===== src/rtl/fifo_unpack_reader_pkg.sv =====
// fifo_unpack_reader_pkg: shared FSM encodings and sizing helper for the FIFO unpack reader.
package fifo_unpack_reader_pkg;

    typedef enum logic [1:0] {
        IDLE  = 2'd0,
        PRIME = 2'd1,
        RUN   = 2'd2,
        DRAIN = 2'd3
    } state_t;

    function automatic int clog2(input int v);
        for (int r = 0; r < 32; r++)
            if ((1 << r) >= v) return r;
        return 32;
    endfunction

endpackage


===== src/rtl/fifo_unpack_slicer.sv =====
// fifo_unpack_slicer: hold register plus registered output stage emitting a word LSB slice first.
module fifo_unpack_slicer
    import fifo_unpack_reader_pkg::*;
#(
    parameter int IN_WIDTH  = 32,
    parameter int OUT_WIDTH = 8
) (
    input  logic                 clk,
    input  logic                 rst_n,
    input  logic                 load,
    input  logic [IN_WIDTH-1:0]  load_data,
    input  logic                 out_ready,
    output logic [OUT_WIDTH-1:0] out_data,
    output logic                 out_valid,
    output logic                 out_last,
    output logic                 hold_valid,
    output logic                 last_slice,
    output logic                 hold_adv
);

    localparam int RATIO = IN_WIDTH / OUT_WIDTH;
    localparam int IDX_W = clog2(RATIO) > 1 ? clog2(RATIO) : 1;
    localparam logic [IDX_W-1:0] LAST_IDX = IDX_W'(RATIO - 1);

    logic [RATIO-1:0][OUT_WIDTH-1:0] hold_data;
    logic [IDX_W-1:0]                sub_idx;
    logic                            out_adv;

    assign out_adv    = !out_valid || out_ready;
    assign hold_adv   = hold_valid && out_adv;
    assign last_slice = sub_idx == LAST_IDX;

    always_ff @(posedge clk or negedge rst_n) begin
        if (!rst_n) begin
            hold_data  <= '0;
            hold_valid <= 1'b0;
            sub_idx    <= '0;
            out_data   <= '0;
            out_valid  <= 1'b0;
            out_last   <= 1'b0;
        end else begin
            if (hold_adv) begin
                out_data  <= hold_data[sub_idx];
                out_valid <= 1'b1;
                out_last  <= last_slice;
            end else if (out_adv) begin
                out_valid <= 1'b0;
                out_last  <= 1'b0;
            end
            // a load on the last-slice edge overrides the wrap, keeping the stream gapless
            if (load) begin
                hold_data  <= load_data;
                hold_valid <= 1'b1;
                sub_idx    <= '0;
            end else if (hold_adv) begin
                hold_valid <= !last_slice;
                sub_idx    <= last_slice ? '0 : sub_idx + 1'b1;
            end
        end
    end

endmodule


===== src/rtl/fifo_unpack_reader.sv =====
// fifo_unpack_reader: drains an async FIFO read port, unpacking each word into sub-words on a
// valid/ready stream with start-up priming, clean stop and underflow monitoring.
module fifo_unpack_reader
    import fifo_unpack_reader_pkg::*;
#(
    parameter int IN_WIDTH    = 32,
    parameter int OUT_WIDTH   = 8,
    parameter int COUNT_WIDTH = 5,
    parameter int PRIME_WORDS = 4
) (
    input  logic                   clk,
    input  logic                   rst_n,
    input  logic                   enable,
    output logic                   busy,
    input  logic [IN_WIDTH-1:0]    fifo_rd_data,
    input  logic                   fifo_empty,
    input  logic [COUNT_WIDTH-1:0] fifo_count,
    output logic                   fifo_rd_en,
    output logic [OUT_WIDTH-1:0]   out_data,
    output logic                   out_valid,
    output logic                   out_last,
    input  logic                   out_ready,
    output logic                   underflow,
    output logic [15:0]            underflow_count
);

    localparam int PRIME_MAX = 1 << (COUNT_WIDTH - 1);
    localparam int PRIME_CAP = PRIME_WORDS > PRIME_MAX ? PRIME_MAX : PRIME_WORDS;
    localparam logic [COUNT_WIDTH-1:0] PRIME_THR = COUNT_WIDTH'(PRIME_CAP);

    state_t state, state_nxt;
    logic   started;
    logic   hold_valid, last_slice, hold_adv;
    logic   primed, drain_done, under_cyc;

    assign primed     = fifo_count >= PRIME_THR;
    assign drain_done = !hold_valid && (!out_valid || out_ready);
    assign under_cyc  = state == RUN && started && out_ready && !out_valid;
    assign busy       = state != IDLE;
    assign fifo_rd_en = state == RUN && !fifo_empty && (!hold_valid || (hold_adv && last_slice));

    fifo_unpack_slicer #(
        .IN_WIDTH  (IN_WIDTH),
        .OUT_WIDTH (OUT_WIDTH)
    ) slicer (
        .clk        (clk),
        .rst_n      (rst_n),
        .load       (fifo_rd_en),
        .load_data  (fifo_rd_data),
        .out_ready  (out_ready),
        .out_data   (out_data),
        .out_valid  (out_valid),
        .out_last   (out_last),
        .hold_valid (hold_valid),
        .last_slice (last_slice),
        .hold_adv   (hold_adv)
    );

    always_comb begin
        state_nxt = state;
        case (state)
            IDLE:  state_nxt = enable ? PRIME : IDLE;
            PRIME: state_nxt = !enable ? IDLE : (primed ? RUN : PRIME);
            RUN:   state_nxt = enable ? RUN : DRAIN;
            DRAIN: state_nxt = drain_done ? IDLE : DRAIN;
        endcase
    end

    always_ff @(posedge clk or negedge rst_n) begin
        if (!rst_n) state <= IDLE;
        else        state <= state_nxt;
    end

    // underflow is only meaningful once the consumer has seen real data in this run
    always_ff @(posedge clk or negedge rst_n) begin
        if (!rst_n) begin
            started         <= 1'b0;
            underflow       <= 1'b0;
            underflow_count <= '0;
        end else if (state == IDLE && enable) begin
            started         <= 1'b0;
            underflow       <= 1'b0;
            underflow_count <= '0;
        end else begin
            if (state == RUN && out_valid && out_ready) started <= 1'b1;
            if (under_cyc) begin
                underflow <= 1'b1;
                if (underflow_count != 16'hFFFF) underflow_count <= underflow_count + 16'd1;
            end
        end
    end

endmodule

===== config.mk =====
export PLATFORM = sky130hd
export DESIGN_NAME = fifo_unpack_reader
export DESIGN_NICKNAME = d
export VERILOG_FILES = /design/src/rtl/fifo_unpack_reader_pkg.sv /design/src/rtl/fifo_unpack_slicer.sv /design/src/rtl/fifo_unpack_reader.sv
export SDC_FILE = /design/constraint.sdc
export NUM_CORES = 1
export LEC_CHECK = 0
export BUFFER_PORTS_ARGS = -buffer_cell sky130_fd_sc_hd__buf_2
export CAP_MARGIN = 20
export CELL_PAD_IN_SITES_DETAIL_PLACEMENT = 1
export CELL_PAD_IN_SITES_GLOBAL_PLACEMENT = 1
export CORE_MARGIN = 2
export CORE_UTILIZATION = 38
export DETAILED_ROUTE_END_ITERATION = 10
export PLACE_DENSITY = 0.85
export RECOVER_POWER = 25
export SLEW_MARGIN = 20
export SYNTH_ARGS = -nofsm -noshare
export SYNTH_HDL_FRONTEND = slang
export SYNTH_SLANG_ARGS = --single-unit

===== constraint.sdc =====
create_clock -name clk -period 1.8 [get_ports clk]
set_input_delay 0.09 -clock clk [delete_from_list [all_inputs] [get_ports clk]]
set_output_delay 0.09 -clock clk [all_outputs]
set_load 0.03 [all_outputs]

Yosys cells after proc, flatten, opt, wreduce, memory -nomap -nowiden. Index checks and enable logic that the tools add are counted.

Register bits after elaboration: 65. Latch bits: 0. RAM bits: 0. ROM bits: 0. Bits of input ports: 42. Output and inout bits: 29. Word-level logic and storage cells: 70. Memories: 0.

Add/sub/neg operators: 2. Multipliers: 0. Div/mod/pow operators: 0. $lt $le $gt $ge: 2. Eq/ne operators: 5. Shifts and indexed selects: 0. Multiplexer cells: 23. Bitwise gates (word level): 0. Reduce and logical (&&, ||, !) cells: 25.

Operators by type and width (number): $mux W16 (3); $add A16 B1 Y16 const B (1); $bmux W8 S2 (1); $ne A16 B16 Y1 const B (1); $mux W2 (6); $reduce_bool A2 Y1 (6); $logic_and A1 B1 Y1 (11); $mux W1 (11); $mux W8 (1); $pmux W2 S4 (1); $eq A2 B2 Y1 const B (3); $ge A5 B3 Y1 const B (1); $logic_not A1 Y1 (4); $lt A2 B3 Y1 const B (1); $add A2 B1 Y2 const B (1); $eq A2 B1 Y1 const B (1); $logic_not A2 Y1 (1); $logic_or A1 B1 Y1 (2); $reduce_and A2 Y1 (1).

Depth between registers and ports, before layout. Gate-level depths: netlist of the first run.

Depth after elaboration: 7. Mapped depth: 7. Depth with buffers taken out: 5.

Modules after synthesis. From an unflattened synthesis of the first run, not the netlist that was laid out.

Cell total of the unflattened synthesis: 240. Area total of the unflattened synthesis: 3056.7 µm².

By module, submodules not included: fifo_unpack_slicer (times used 1, cells an instance 117, area each 1888.1 µm², seq. area each 1126.1 µm²); fifo_unpack_reader (times used 1, cells an instance 123, area each 1168.6 µm², seq. area each 500.5 µm²).

Least setup slack after synthesis of the first run. No wires, ideal clock.

Path kind: reg-to-reg. Start point: register underflow_count[0]. End point: register underflow_count[10]. Setup time: 0.087 ns. Arrival time: 1.887 ns. Data required time: 1.713 ns. Slack: -0.174 ns. Stages on the path, launching flop included: 7. Buffers on the path: 1. Path through: dfrtp_1 > ha_1 > nand3_1 > or4_1 > buf_2 > and4_1 > a211oi_2.

Cells in the longest elaborated chain, start to end: 4.

Ends and longest elaborated chain: start: declaration (RTL line fifo_unpack_reader.sv:24) `output logic [15:0] underflow_count`; start signal: assignment (RTL line fifo_unpack_reader.sv:88) `if (underflow_count != 16'hFFFF) underflow_count <= underflow_count + 16'd1;`; $add A16 B1 Y16 (RTL line fifo_unpack_reader.sv:88); $mux W16 (RTL line fifo_unpack_reader.sv:88); $mux W16 (RTL line fifo_unpack_reader.sv:86) `if (under_cyc) begin`; $mux W16 (RTL line fifo_unpack_reader.sv:80) `end else if (state == IDLE && enable) begin`.

Several ways; a longest one is shown, not always the timed one. The select of a mux whose other input is x is not followed. A chain may end at the register's enable or synchronous reset.

Worst setup path after layout of the first run.
Start point: register slicer.sub_idx[0]. End point: register slicer.hold_data[14] (netlist bit).

Cells in the longest elaborated chain, start to end: 4.

Ends and longest elaborated chain: start: declaration (RTL line fifo_unpack_slicer.sv:26) `logic [IDX_W-1:0] sub_idx;`; start signal: assignment (RTL line fifo_unpack_slicer.sv:57) `sub_idx <= last_slice ? '0 : sub_idx + 1'b1;`; $eq A2 B2 Y1 (RTL line fifo_unpack_slicer.sv:31) `assign last_slice = sub_idx == LAST_IDX;`; $logic_and A1 B1 Y1 (RTL line fifo_unpack_reader.sv:40) `assign fifo_rd_en = state == RUN && !fifo_empty && (!hold_valid || (hold_adv && last_slice));`; $logic_or A1 B1 Y1 (RTL line fifo_unpack_reader.sv:40); $logic_and A1 B1 Y1 (RTL line fifo_unpack_reader.sv:40); end signal: assignment (RTL line fifo_unpack_slicer.sv:52) `hold_data <= load_data;`; end: declaration (RTL line fifo_unpack_slicer.sv:25) `logic [RATIO-1:0][OUT_WIDTH-1:0] hold_data;`.

No other way between the ends.

==> impl_metrics.toml, run 1 <==
[run_status]
status = "finished, final reports clean"

[worst_setup_path]
required_ns = 2.01
cpPeakStageDelay_ns = 0.36
crit_type = "reg2reg"
crit_chain = "ha_2, inv_1, o21ai_2, nor2b_4, bufbuf_16, mux2_1"
worstReg2RegStart = "slicer.sub_idx[0]"
worst-path-stages = 6
rr_worst_depth = 6
arrival_ns = 2.00
r2r_slack_ns = 0.02
path_buf_inv = 2
critical_path.top_delay_family = "buffers and inverters"
cp_max_fo = 14
worst_setup_path_start_kind = "flop"
reg2reg_to = "slicer.hold_data[14]"
crit_slowest_cell = "dfrtp_1"
crit_path_end_kind = "flop"

[detailed_routing]
vias = 2554
dr.pass1.iters = 4
wl_per_cell_um = 18.9
drc = 0
drtAntennaViolNets = 0
drt_iter0_markers = 52
viasPerCell = 5.22
drt-total-wl_mm = 9.26

[grt]
grt_max_degree = 40
grt_usage_pct = 23.0
antenna_found_initial = 0
grt_pass1_wl_mm = 14.9
grt_overflow = 0
grt_pass1_vias = 2893

[worst_hold_path]
worstHoldEndpoint = "state[1]"
whs_path_depth = 3
min_from = "enable"
min_path_type = "in2reg"

[finish]
nets = 427
fill_cells = 812
area_growth_syn_to_layout_pct = 44.8
n_antenna_cell = 0
layout-drive-gt1-share_pct = 40.8

[timing]
setup_viol = 0
fin_ws_ns = 0.0155
fin_hold_ws_ns = 0.0629
rsz0062_at_grt = "true"
slew_violations = 0
worstMarginPinSlew_ns = 0.746
hold_viol = 0
worst_slew_margin_rel_pct = 50.2
period_share_pct = 99.1
timing.fmax_mhz = 560
finalClockSkew_ns = 0.0121
period_needed_ns = 1.78

[synth]
syn_inst = 245
synth_area_mm2 = 0.00303
ys_seq_elements = 65
synth_nets = 289
syn_area_per_cell_um2 = 12.4
synth.top_cell.area_share_pct = 53.7
ys_warn_count = 0
synth.largest_area_cell = "dfrtp_1"
post_synth_num_cell_types = 40
synth-seq-area-share_pct = 53.7
synth_top_cells_by_area = "dfrtp_1 (54%), mux2_1 (12%), mux4_2 (5.9%)"

[cts]
cts_tree = "yes"
htreeDepth = 3
clockBufferDepth = 2
cts_inserted_buffers = 9
clk_pin_slew_ns = 0.08
cts.sinks = 65
cts-root-buf = "clkbuf_8"
clock_latency_ns = 0.34

[power_and_ir_drop]
p_int_mw = 3.81
power_frac_seq_pct = 40.5
p_leak_nw = 1.97
power_switching_mw = 2.01
combPwrFrac_pct = 39.5
power_density_mw_per_mm2 = 1330
pwr-share-clk_pct = 20.0
power_switching_share_pct = 34.5
finalPower_mw = 5.82
ir_worst_vdd_mv = 0.798

[die]
die_w_um = 93.3
die_h_um = 93.3
core-area_mm2 = 0.00773
rows = 32
io_pins = 71
start_util_pct = 39.2
dieArea_mm2 = 0.00870

[place]
gp_congestion = 0.901
dpl.hpwl_mm = 5.78
pre_cts_ws_ns = 0.0297
numPortBuffers = 68

[job]
cap_violations = 0
## routing by layer
metal | part of all wire (%) | track usage [%] | routed length [um] | up-vias
met4 | 1.9 | 8.70 | 174 | 0
li1 | - | - | - | 1175
met3 | 5.3 | 6.85 | 488 | 17
met2 | 53 | 41.0 | 4910 | 84
met1 | 40 | 25.8 | 3690 | 1278
met5 | 0 | 0 | 0 | -
## Yosys cell counts
cell type / count
dfrtp_1: 65
mux2_1: 32
nand2_1: 14
a21oi_1: 12
nor2_1: 11
nor3_1: 9
mux2_2: 8
mux4_2: 8
nand3_1: 8
buf_2: 6
nand4_1: 6
o21ai_0: 6
or3_1: 6
clkbuf_1: 5
nand2b_1: 5
mux2i_1: 4
and3_1: 3
inv_1: 3
nor2b_1: 3
a31oi_1: 2
and4_1: 2
and4b_1: 2
buf_1: 2
ha_1: 2
nand4b_1: 2
o31ai_1: 2
or2_2: 2
or4b_1: 2
xor2_1: 2
a211oi_2: 1
a31o_2: 1
a41oi_1: 1
nand4_2: 1
nor4_1: 1
nor4_2: 1
o21ai_1: 1
o22ai_1: 1
o41ai_1: 1
or2_1: 1
or4_1: 1
## stage by stage
| step | TNS [ns] | area (um^2) | util (%) | cells |
|---|---|---|---|---|
| detailed placement | 0 | 3780 | 48.9 | 437 |
| global placement | 0 | 3780 | 48.9 | 437 |
| floorplan | -0.0377 | 3070 | - | 245 |
| CTS | 0 | 4370 | 56.5 | 489 |
| global route | -0.468 | 4390 | 56.8 | 489 |
| finish | 0 | 4390 | 56.8 | 489 |
## tightest hold or removal path: cells and delay by family
kind | cells | cell delay [ns]
buf+inv | 1 | 0.11
compound gates | 1 | 0.07
simple gates | 1 | 0.08
## final cells by class
class | instances | area, um^2 | share of cell area [%]
Sequential cell | 65 | 1640 | 37.4
Multi-Input combinational cell | 164 | 1390 | 31.7
Timing Repair Buffer | 140 | 1030 | 23.6
Clock buffer | 13 | 169 | 3.85
Tap cell | 102 | 128 | 2.91
Clock inverter | 2 | 12.5 | 0.285
Inverter | 3 | 11.3 | 0.257
## timing repair
| action | 4_1_cts | 5_1_grt |
|---|---|---|
| hold endpoints to repair | 58 | 0 |
| hold buffers | 33 | 0 |
| setup buffers | 3 | 0 |
| gates resized for setup | 2 | 8 |
| endpoints found under the setup margin | 1 | 22 |
| cloned | 1 | 0 |
## worst max-delay path by stage
stage	startpoint	end	slack (ns)
global placement	underflow_count[1]	underflow_count[4]	0.09
detailed placement	underflow_count[1]	underflow_count[4]	0.03
CTS	slicer.sub_idx[0]	slicer.hold_data[12]	0.005
global route	slicer.sub_idx[0]	slicer.hold_data[25]	-0.05
floorplan	underflow_count[3]	underflow_count[10]	-0.04
finish	slicer.sub_idx[0]	slicer.hold_data[14]	0.02
## flip-flops by register name, indices dropped and copies added (netlist names)
register,flops
slicer.hold_data,32
underflow_count,16
slicer.out_data,8
slicer.sub_idx,2
state,2
slicer.hold_valid,1
slicer.out_last,1
slicer.out_valid,1
started,1
underflow,1
## placed cells by master (no fill, tap or decap), types with 3 or more instances in the layout
| cell type | synthesis | final |
|---|---|---|
| buf_2 | 6 | 58 |
| dfrtp_1 | 65 | 53 |
| buf_4 | 0 | 34 |
| dlygate4sd3_1 | 0 | 33 |
| mux2_1 | 32 | 31 |
| nand2_1 | 14 | 14 |
| clkbuf_8 | 0 | 12 |
| dfrtp_2 | 0 | 12 |
| nor2_1 | 11 | 11 |
| a21oi_1 | 12 | 11 |
| nor3_1 | 9 | 9 |
| clkbuf_1 | 5 | 9 |
| mux4_2 | 8 | 8 |
| mux2_2 | 8 | 8 |
| nand3_1 | 8 | 7 |
| o21ai_0 | 6 | 6 |
| nand4_1 | 6 | 6 |
| nand2b_1 | 5 | 5 |
| or3_1 | 6 | 5 |
| mux2i_1 | 4 | 4 |
| buf_12 | 0 | 4 |
| inv_1 | 3 | 3 |
| and3_1 | 3 | 3 |
## logic make-up after synthesis
kind of cell             count (synthesis)  share of synthesized area [%]
XOR/XNOR                                 2                          0.578
flip-flops                              65                           53.7
AND/OR/NAND/NOR                         80                           15.0
buffers and inverters                   16                           2.23
AO/OA/AOI/OAI                           28                           5.53
multiplexers                            52                           22.1
adder cells (fa/ha/maj)                  2                          0.826
## power by group through the flow
| stage | sequential [mW] | combinational, mW | clock (mW) |
|---|---|---|---|
| after floorplan | 2.49 | 1.25 | 0 |
| after global placement | 2.29 | 2.04 | 0 |
| after detailed placement | 2.35 | 2.14 | 0 |
| after CTS | 2.34 | 2.30 | 1.21 |
| after global routing | 2.43 | 2.49 | 1.27 |
| final | 2.36 | 2.30 | 1.16 |
(Power assumes the default switching activity.)
==> inputs of run 2 (changes only) <==
--- a/config.mk
+++ b/config.mk
@@ -5,7 +5,7 @@
 export SDC_FILE = /design/constraint.sdc
 export NUM_CORES = 1
 export LEC_CHECK = 0
-export BUFFER_PORTS_ARGS = -buffer_cell sky130_fd_sc_hd__buf_2
+export BUFFER_PORTS_ARGS = -buffer_cell sky130_fd_sc_hd__buf_4
 export CAP_MARGIN = 20
 export CELL_PAD_IN_SITES_DETAIL_PLACEMENT = 1
 export CELL_PAD_IN_SITES_GLOBAL_PLACEMENT = 1
==> run 2 against run 1 <==
  * Register-to-register slack better by 0.04 ns
  * First-iteration DRC count fell by 13%
  * Fmax increased by 2.0%
  * Count of clock-buffer cells in the layout down 4
  * Sequential cell count unchanged
  * Design area rose by 2.9%
  * Highest routed layer unchanged
==> impl_metrics.toml, run 2 (synthesized netlist as in run 1, its figures left out) <==
[cts]
clock_latency_ns = 0.34
cts_inserted_buffers = 9
cts-root-buf = "clkbuf_8"
clk_pin_slew_ns = 0.07
cts.sinks = 65
htreeDepth = 3
cts_tree = "yes"
clockBufferDepth = 2

[power_and_ir_drop]
power_frac_seq_pct = 39.2
p_leak_nw = 2.01
power_switching_share_pct = 34.0
ir_worst_vdd_mv = 0.675
p_int_mw = 4.00
power_density_mw_per_mm2 = 1340
combPwrFrac_pct = 41.0
pwr-share-clk_pct = 19.8
power_switching_mw = 2.06

[place]
dp_cells = 426
gp_congestion = 0.896
numPortBuffers = 68
dpl.hpwl_mm = 5.66

[grt]
antenna_found_initial = 0
grt_max_degree = 40
grt_overflow = 0
grt_pass1_wl_mm = 14.6
grt_pass1_vias = 2801
grt_usage_pct = 22.2

[timing]
worst_slew_margin_rel_pct = 52.2
fin_hold_ws_ns = 0.0819
timing.fmax_mhz = 572
slew_violations = 0
period_needed_ns = 1.75
hold_viol = 0
setup_viol = 0
fin_setup_tns_ns = 0
finalClockSkew_ns = 0.0138
worstMarginPinSlew_ns = 0.717
rsz0062_at_grt = "true"
period_share_pct = 97.2

[worst_setup_path]
arrival_ns = 2.02
crit_chain = "buf_4, and4b_1, nand4_1, or4b_1, a21oi_1"
cp_max_fo = 4
crit_slowest_cell = "or4b_1"
worst_setup_path_start_kind = "flop"
required_ns = 2.07
crit_path_end_kind = "flop"
cpPeakStageDelay_ns = 0.49
crit_type = "reg2reg"

[detailed_routing]
drt_iter0_markers = 45
wl_per_cell_um = 18.6
vias = 2542
drc = 0
drt-total-wl_mm = 9.03
drtAntennaViolNets = 0
viasPerCell = 5.24
dr.pass1.iters = 4

[finish]
largest_register_ffs = 32
n_antenna_cell = 0
layoutNonFillerInstCount = 485
layout-drive-gt1-share_pct = 42.3
layout_common_cells = "buf_4 (96), dfrtp_1 (53), dlygate4sd3_1 (33)"
nets = 423
layout_commonest_cell = "buf_4"
fill_cells = 787
area_growth_syn_to_layout_pct = 49.0
largest_registers = "slicer.hold_data: 32 flops, underflow_count: 16 flops, slicer.out_data: 8 flops"
regMostFlops = "slicer.hold_data"

[job]
cap_violations = 0

[die]
io_pins = 71
dieArea_mm2 = 0.00870
die_h_um = 93.3
core-area_mm2 = 0.00773
rows = 32
start_util_pct = 39.2
die_w_um = 93.3

[run_status]
status = "finished, final reports clean"

[worst_hold_path]
min_path_type = "in2reg"
## run 2: cell types whose count changed in the layout (fill, tap and decap cells not counted), sizes merged
cell / previous run / this run
bufinv: 0 / 1
bufbuf: 1 / 0
clkinvlp: 1 / 2
clkinv: 1 / 3
buf: 97 / 101
clkbuf: 22 / 11
## run 2: final timing paths
kind	from	to	slack, ns	depth (start not counted)
min in group asynchronous	rst_n	underflow_count[6]	0.33	2
max in group asynchronous	rst_n	slicer.out_last	0.40	3
hold / removal	enable	state[1]	0.08	3
setup reg to reg	slicer.out_valid	underflow_count[15]	0.05	5
hold reg to reg	slicer.hold_data[7]	slicer.hold_data[7]	0.49	1
setup / recovery	slicer.out_valid	underflow_count[15]	0.05	5
## run 2: power by group through the flow
stage               Sequential (mW)  Clock [mW]  Combinational (mW)
floorplan                      2.49           0                1.25
global placement               2.31           0                2.11
detailed placement             2.37           0                2.21
CTS                            2.35        1.22                2.37
global route                   2.43        1.28                2.67
finish                         2.37        1.20                2.48
## run 2: cell type report
class | count | area, um^2 | area share, %
clock inverters | 6 | 60.1 | 1.33
well taps | 102 | 128 | 2.83
flip-flops and latches | 65 | 1640 | 36.4
multi-input cells | 164 | 1390 | 30.8
clock buffers | 9 | 124 | 2.74
repair buffers | 136 | 1160 | 25.7
inverters | 3 | 11.3 | 0.249
## run 2: stage by stage
stage / worst slack, ns / utilization [%] / cell area (um^2) / total power [mW]
4_1_cts: -0.0314 / 57.7 / 4460 / 5.94
6_report: 0.0510 / 58.4 / 4520 / 6.06
5_1_grt: -0.0231 / 58.4 / 4520 / 6.39
2_1_floorplan: -0.0377 / - / 3070 / 3.74
3_3_place_gp: 0.108 / 50.1 / 3870 / 4.42
3_5_place_dp: 0.0365 / 50.1 / 3870 / 4.58
## run 2: routing by layer
layer  GRT usage (%)  wire, um  up-vias
li1                -         -     1173
met1            26.6      3800     1291
met2            39.6      4730       72
met3            5.72       423        6
met4            5.51        75        0
met5               0         0        -
## run 2: repair_timing
action                                 CTS  global route
pin swaps                                0             2
setup endpoints to repair                2            31
endpoints found under the hold margin   58             1
setup buffers                            4             6
gates resized for setup                  2             8
hold buffers                            32             1
cloned                                   1             0
## run 2: worst max-delay path, delay by kind of cell (launching register included)
kind / cells / cell delay (ns)
compound gates: 1 / 0.16
buf+inv: 1 / 0.14
flops: 1 / 0.42
simple gates: 3 / 0.96
==> inputs of run 3 (changes only) <==
--- a/config.mk
+++ b/config.mk
@@ -10,9 +10,10 @@
 export CELL_PAD_IN_SITES_DETAIL_PLACEMENT = 1
 export CELL_PAD_IN_SITES_GLOBAL_PLACEMENT = 1
 export CORE_MARGIN = 2
-export CORE_UTILIZATION = 38
+export CORE_UTILIZATION = 45
 export DETAILED_ROUTE_END_ITERATION = 10
-export PLACE_DENSITY = 0.85
+export GPL_ROUTABILITY_DRIVEN = 0
+export PLACE_DENSITY = 0.89
 export RECOVER_POWER = 25
 export SLEW_MARGIN = 20
 export SYNTH_ARGS = -nofsm -noshare
==> constraint.sdc (replaced) <==
create_clock -name clk -period 2.2 [get_ports clk]
set_input_delay 0.11 -clock clk [delete_from_list [all_inputs] [get_ports clk]]
set_output_delay 0.11 -clock clk [all_outputs]
set_load 0.03 [all_outputs]
==> run 3 against run 2 <==
  * The flow now finishes with violations (capacitance limit, slew limit)
  * Critical path depth down 1
  * Setup slack better by 0.13 ns
  * Count of clock-buffer cells in the layout unchanged
  * Sequential share of layout area rose by 3.0 points
  * Clock skew up 0.0080 ns
  * Via count shrank 0.63%
  * First-iteration DRC count increased to 2.6 times the previous value
  * Hold slack worse by 0.075 ns
  * Non-clock buffer count shrank 27
  * Critical path type unchanged
==> impl_metrics.toml, run 3 (synthesized netlist as in run 1, its figures left out) <==
[run_status]
status = "complete, but fails checks"
violations = "capacitance limit, slew limit"

[finish]
regMostFlops = "slicer.hold_data"
largest_register_ffs = 32
layout-drive-gt1-share_pct = 31.4
layout_common_cells = "buf_4 (71), dfrtp_1 (65), mux2_1 (32)"
n_antenna_cell = 0
area_growth_syn_to_layout_pct = 36.3
layout_commonest_cell = "buf_4"
largest_registers = "slicer.hold_data: 32 flops, underflow_count: 16 flops, slicer.out_data: 8 flops"
nets = 396
fill_cells = 671

[detailed_routing]
vias = 2526
drtAntennaViolNets = 0
dr.pass1.iters = 4
viasPerCell = 5.82
drt_iter0_markers = 116
drt-total-wl_mm = 9.29
wl_met1_mm = 3.74
drc = 0
highest_layer = "met4"
met2_length_mm = 4.74
wl_met3_um = 469
wl_per_cell_um = 21.4

[grt]
grt_usage_pct = 27.1
grt_overflow = 0
grt_pass1_wl_mm = 15.0
grt_max_degree = 66
antenna_found_initial = 0
grt_pass1_vias = 2775

[cts]
cts_setup_buffers = 0
cts.sinks = 65
htreeDepth = 3
clk_pin_slew_ns = 0.09
cts_inserted_buffers = 9
clockBufferDepth = 2
cts_tree = "yes"
cts-root-buf = "clkbuf_8"
clock_latency_ns = 0.36
cts-resized-gates = 0

[worst_setup_path]
arrival_ns = 2.28
worst_setup_path_start_kind = "flop"
rr_worst_depth = 4
required_ns = 2.47
cp_max_fo = 8
crit_type = "reg2reg"
crit_path_end_kind = "flop"

[timing]
timing.fmax_mhz = 496
period_needed_ns = 2.01
slew_violations = 66
rsz0062_at_grt = "false"
setup_viol = 0
fin_setup_tns_ns = 0
worstMarginPinSlew_ns = 1.60
worst_slew_margin_rel_pct = -6.39
fin_ws_ns = 0.186
finalClockSkew_ns = 0.0218
period_share_pct = 91.6
hold_viol = 0

[die]
rows = 29
core-area_mm2 = 0.00642
start_util_pct = 47.2
dieArea_mm2 = 0.00741
die_h_um = 86.1
die_w_um = 86.1
io_pins = 71

[place]
numPortBuffers = 68
pre_cts_ws_ns = 0.231
dpl.hpwl_mm = 5.26

[power_and_ir_drop]
ir_worst_vdd_mv = 0.719
power_density_mw_per_mm2 = 1140
p_leak_nw = 1.84

[worst_hold_path]
whs_path_depth = 2
min_path_type = "in2reg"

[job]
cap_violations = 1
run 3: stage by stage:
stage                     hold WS, ns  cells  total power [mW]  area (um^2)  util (%)
after floorplan                -0.186    245              3.05         3030         -
after global placement          0.252    388              3.51         3680      57.4
after detailed placement        0.251    388              3.64         3680      57.4
after CTS                     0.00393    433              4.61         4150      64.5
after global routing          0.00203    434              4.94         4130      64.3
final                         0.00713    434              4.70         4130      64.3
run 3: critical path: stages, from the launching register on:
cell and delay, ns:
dfrtp_1 0.52, nand4_2 0.21, or4_1 0.72, and4_1 0.27, a211oi_2 0.21
run 3: what timing repair did:
item	in CTS	in global routing
setup endpoints to repair	0	0
hold buffers	29	1
hold endpoints to repair	93	1
run 3: path summary, 6_finish.rpt:
path                                      from              endpoint  slack [ns]
hold / removal                 fifo_rd_data[1]   slicer.hold_data[1]       0.007
setup / recovery            underflow_count[4]   underflow_count[10]        0.19
setup reg to reg            underflow_count[4]   underflow_count[10]        0.19
hold reg to reg            slicer.hold_data[0]   slicer.hold_data[0]        0.49
min in group asynchronous                rst_n  slicer.hold_data[29]        0.69
max in group asynchronous                rst_n   slicer.hold_data[8]        0.53
run 3: layer usage:
layer	up-vias	global-route usage (%)
met5	-	0
met1	1275	33.1
met3	30	6.45
met4	0	13.3
li1	1121	-
met2	100	44.9
run 3: cell type report:
class / instances / area [um^2] / area share, %
Inverter: 3 / 11.3 / 0.273
Timing Repair Buffer: 109 / 881 / 21.3
Tap cell: 77 / 96.3 / 2.33
Sequential cell: 65 / 1630 / 39.4
Clock buffer: 9 / 124 / 3.00
Clock inverter: 7 / 47.5 / 1.15
Multi-Input combinational cell: 164 / 1340 / 32.5
run 3: where the power goes:
part | total, mW | switching [mW] | internal, mW
clock network | 0.949 | 0.543 | 0.407
registers | 2.00 | 0.346 | 1.65
logic | 1.76 | 0.884 | 0.871
